`src/rtl/instr_fetch_unit.sv`:
```
// Instruction fetch stage: captures PC, performs a req/ack memory read, latches IR, flags illop/xadr.
// Optional bus timeout in REQ is enabled by defining FETCH_TIMEOUT_EN.
module instr_fetch_unit #(
   parameter logic [31:0] RESET_IR       = 32'h0000_0000,
   parameter int          TIMEOUT_CYCLES = 16
) (
   input  logic        clk,
   input  logic        reset,
   input  logic [31:0] pc,
   input  logic        fetch_start,
   output logic        mem_req,
   output logic [31:0] mem_addr,
   input  logic        mem_ack,
   input  logic [31:0] mem_rdata,
   output logic [31:0] ir,
   output logic [31:0] pc_plus4,
   output logic        fetch_done,
   output logic        busy,
   output logic        illop,
   output logic        xadr
);

   typedef enum logic [1:0] {S_IDLE, S_REQ, S_DONE, S_FAULT} state_t;

   state_t state, state_nx;
   logic   cause_illop, cause_illop_nx;
   logic   timeout;
   logic   op_legal;

   function automatic logic is_legal(input logic [5:0] op);
      case (op)
         6'h00, 6'h02, 6'h03, 6'h04, 6'h05, 6'h08, 6'h09,
         6'h0A, 6'h0B, 6'h0C, 6'h0D, 6'h0F, 6'h23, 6'h2B: return 1'b1;
         default:                                         return 1'b0;
      endcase
   endfunction

   assign op_legal = is_legal(mem_rdata[31:26]);

`ifdef FETCH_TIMEOUT_EN
   localparam int CW = $clog2(TIMEOUT_CYCLES + 1);
   logic [CW-1:0] req_cnt;

   // Counter idles at zero outside REQ, so it is already clear on entry.
   always_ff @(posedge clk or posedge reset) begin
      if (reset)               req_cnt <= '0;
      else if (state != S_REQ) req_cnt <= '0;
      else if (!mem_ack)       req_cnt <= req_cnt + 1'b1;
   end

   assign timeout = (req_cnt == CW'(TIMEOUT_CYCLES - 1));
`else
   assign timeout = 1'b0;
`endif

   // NOTE: state and datapath registers use non-blocking assignments so every flop samples pre-edge values.
   always_ff @(posedge clk or posedge reset) begin
      if (reset) begin
         state       <= S_IDLE;
         cause_illop <= 1'b0;
      end else begin
         state       <= state_nx;
         cause_illop <= cause_illop_nx;
      end
   end

   // NOTE: every combinational output gets a default first, so no path leaves it unassigned (no latch).
   always_comb begin
      state_nx       = state;
      cause_illop_nx = cause_illop;
      case (state)
         S_IDLE: begin
            if (fetch_start) begin
               if (pc[1:0] != 2'b00) begin
                  state_nx       = S_FAULT;
                  cause_illop_nx = 1'b0;
               end else begin
                  state_nx = S_REQ;
               end
            end
         end
         S_REQ: begin
            if (mem_ack) begin
               if (op_legal) begin
                  state_nx = S_DONE;
               end else begin
                  state_nx       = S_FAULT;
                  cause_illop_nx = 1'b1;
               end
            end else if (timeout) begin
               state_nx       = S_FAULT;
               cause_illop_nx = 1'b0;
            end
         end
         S_DONE:  state_nx = S_IDLE;
         S_FAULT: state_nx = S_IDLE;
         default: state_nx = S_IDLE;
      endcase
   end

   always_ff @(posedge clk or posedge reset) begin
      if (reset) begin
         mem_addr <= 32'h0000_0000;
         pc_plus4 <= 32'h0000_0004;
         ir       <= RESET_IR;
      end else begin
         if (state == S_IDLE && fetch_start) begin
            mem_addr <= pc;
            pc_plus4 <= pc + 32'd4;
         end
         if (state == S_REQ && mem_ack) begin
            ir <= op_legal ? mem_rdata : RESET_IR;
         end
      end
   end

   assign mem_req    = (state == S_REQ);
   assign busy       = (state != S_IDLE);
   assign fetch_done = (state == S_DONE);
   assign illop      = (state == S_FAULT) &&  cause_illop;
   assign xadr       = (state == S_FAULT) && !cause_illop;

endmodule

```
`config.mk`:
```
export PLATFORM = sky130hd
export DESIGN_NAME = instr_fetch_unit
export DESIGN_NICKNAME = d
export VERILOG_FILES = /design/src/rtl/instr_fetch_unit.sv
export SDC_FILE = /design/constraint.sdc
export NUM_CORES = 1
export LEC_CHECK = 0
export BUFFER_PORTS_ARGS = -buffer_cell sky130_fd_sc_hd__buf_2
export CAP_MARGIN = 20
export CORE_ASPECT_RATIO = 1.4
export CORE_MARGIN = 2
export CORE_UTILIZATION = 23
export DETAILED_ROUTE_END_ITERATION = 7
export SLEW_MARGIN = 20
export SYNTH_ARGS = -nofsm -noshare
export SYNTH_HDL_FRONTEND = slang
export SYNTH_SLANG_ARGS = --single-unit
```
`constraint.sdc`:
```
create_clock -name clk -period 7.9 [get_ports clk]
set_input_delay 0.395 -clock clk [delete_from_list [all_inputs] [get_ports clk]]
set_output_delay 0.395 -clock clk [all_outputs]
set_load 0.005 [all_outputs]
```
==> out/results.ini <==
[yosys]
synth_nets = 481
avgSynthCellArea_um2 = 10.3
synth_seq_cells = 97
yosys.area_share.simple_pct = 17.0
yosys_warnings = 0
synth_fa_ha_area_share_pct = 0.296
synth_top_family_by_area = simple AND/OR/NAND/NOR gates
synth_compound_area_share_pct = 8.16
synth_xor_area_share_pct = 5.80
synthCells = 412
synthesis.area_mm2 = 0.00423
synthMuxAreaShare_pct = 8.78
synth_cell_types = 33
ys_seq_area_share_pct = 57.4

[global_routing]
gr-total-overflow = 0
grt_start_max_net_pins = 89
track_usage_pct = 12.3
grt_pass1_vias = 3405
antenna_found_initial = 0
grt_pass1_wl_mm = 18.8

[sta]
finalWorstSetupSlack_ns = 5.62
worst_slew_pin_slew_ns = 1.01
report.final.slew_viol_count = 0
clock.fmax_mhz = 439
rsz0062_at_grt = no
final_hold_viol_count = 0
totalNegativeSetupSlack_ns = 0
fin_crit_sh_pct = 28.8
fin_worst_skew_ns = 0.00389
worst_hold_slack_ns = 0.0633
setup_viol = 0
relSlewSlack_pct = 31.9
min_period_ns = 2.28

[die]
die-area_mm2 = 0.0195
die_w_um = 119
core_area_mm2 = 0.0180
ios = 169
rows = 58
die_h_um = 164
start_util_pct = 23.5

[clocking]
ctsHoldBuffers = 0
cts.sinks = 97
clock_path_buffers = 2
cts_resized = 0
cts_tree = done
clk_pin_slew_ns = 0.07
numCtsBuffers = 9
root_buffer = clkbuf_16
post_cts_buffers = 0
clkLatencyLatePin_ns = 0.35
htree_levels = 3

[critical_path]
reg2reg_slack_ns = 5.62
start_kind = flop
required_ns = 8.13
crit_path_end_kind = flop
cp.arrival_ns = 2.51
critPathMaxFanout = 88
cp-startpoint = state[0]
worstReg2RegStart = state[0]
worst-setup-path-type = reg -> reg

[placement]
numPortBuffers = 168
hpwl_mm = 8.64
gp_congestion = 0.783
place_ws_ns = 5.58
placedCellCount = 800

[routing]
wl_per_cell_um = 14.4
detail-route-antenna-nets = 0
routed_wl_mm = 11.7
num_vias = 3538
drt_iter0_markers = 195
route.detailed.drc = 0
drt_first_pass_iters = 4
vias_per_cell = 4.34

[pwr]
combinationalPowerShare_pct = 33.3
p_leak_nw = 2.58
seqPwrFrac_pct = 42.0
p_sw_mw = 0.657
p_int_mw = 1.35
power_frac_clock_pct = 24.7
power.density_mw_per_mm2 = 355
ir_drop_uv = 130
swShare_pct = 32.8

[cells_and_area]
final_cells = 816
antenna_cells = 0
drive_gt1_share_pct = 39.4
num-nets-final = 640
area_delta_synth_final_pct = 33.4

[worst_hold_path]
holdCritPathClass = in -> async

[status]
status = complete, no violations

[flow_run]
max_cap_viol_count = 0

[synth_stat cells]
master	instances	area, um^2
a211o_1	1	8.76
dfrtp_1	96	2400
inv_1	3	11.3
o21a_1	1	7.51
o22ai_1	1	6.26
nor2_1	38	143
nand4_1	9	56.3
buf_4	2	15.0
and2_1	2	12.5
nor4_2	1	12.5
o21ai_0	33	165
or2_2	1	6.26
ha_1	1	12.5
mux2_2	32	360
nand3_1	10	50.1
and3_1	6	37.5
buf_1	2	7.51
a21o_1	1	7.51
nand3_2	1	10.0
xnor2_1	10	87.6
xor2_1	18	158
mux2_1	1	11.3
nor3_1	6	30.0
and4_1	1	8.76
buf_2	6	30.0
dfstp_2	1	26.3
a21oi_1	30	150
nand2_1	76	285
nor2b_1	5	31.3
nor4_1	3	18.8
or3_1	1	6.26
or4_4	1	11.3
clkbuf_1	12	45.0
[layout make-up]
type                            count  area [um^2]
Clock buffer                       11          253
Clock inverter                      5         86.3
Fill cell                        1932        12400
Inverter                            3         13.8
Multi-Input combinational cell    290         1710
Sequential cell                    97         2430
Tap cell                          240          300
Timing Repair Buffer              170          856
[metal layers]
layer,global-route usage [%],wire [um],part of all wire [%]
met1,15.9,5090,43
met5,0,0,0
met3,3.56,833,7.1
met2,19.7,5640,48
met4,3.90,161,1.4
[final timing paths]
check	to	cells after the start
setup / recovery	mem_addr[23]	4
hold / removal	ir[8]	2
setup reg to reg	mem_addr[23]	4
hold reg to reg	ir[1]	2
max in group asynchronous	mem_addr[14]	3
min in group clk	ir[19]	3
[logic make-up after synthesis]
| family | after synthesis |
|---|---|
| buffers and inverters | 25 |
| adders and majority gates | 1 |
| and+or+nand+nor | 161 |
| DFF | 97 |
| AOI/OAI and AO/OA | 67 |
| xor gates and xnor gates | 28 |
| muxes | 33 |
[state kept, by name, summed over array words and instances, names as in the netlist]
signal       cells
mem_addr        32
pc_plus4        30
state            2
cause_illop      1
ir              32
[through the flow]
stage / area [um^2] / power, mW / utilization (%)
2_1_floorplan: 4230 / 1.19 / -
3_3_place_gp: 5300 / 1.52 / 29.4
3_5_place_dp: 5300 / 1.54 / 29.5
4_1_cts: 5640 / 2.04 / 31.3
5_1_grt: 5640 / 2.17 / 31.4
6_report: 5640 / 2.00 / 31.4
[power groups by stage]
stage / Clock, mW / Combinational, mW / Sequential [mW]
after detailed placement: 0 / 0.686 / 0.851
after global placement: 0 / 0.675 / 0.847
after CTS: 0.513 / 0.686 / 0.845
after global routing: 0.533 / 0.759 / 0.873
final: 0.494 / 0.668 / 0.841
after floorplan: 0 / 0.334 / 0.856
[critical path: stages, from the launching register on]
cell     delay [ns]
dfrtp_1        0.46
or2_2          0.36
nor2_4         0.13
buf_4          0.73
mux2_2         0.41
[cell usage in the layout (no fill, tap or decap), drive strengths merged, types with 2 or more instances in the layout]
master / count
nor4: 4
clkinv: 2
nand2: 76
inv: 4
nor2b: 5
nor2: 38
nand3: 11
and3: 6
xor2: 18
dfrtp: 96
xnor2: 10
o21ai: 33
buf: 170
mux2: 33
and2: 2
a21oi: 30
nand4: 9
clkbuf: 11
nor3: 6
bufinv: 2
(Power assumes the default switching activity.)
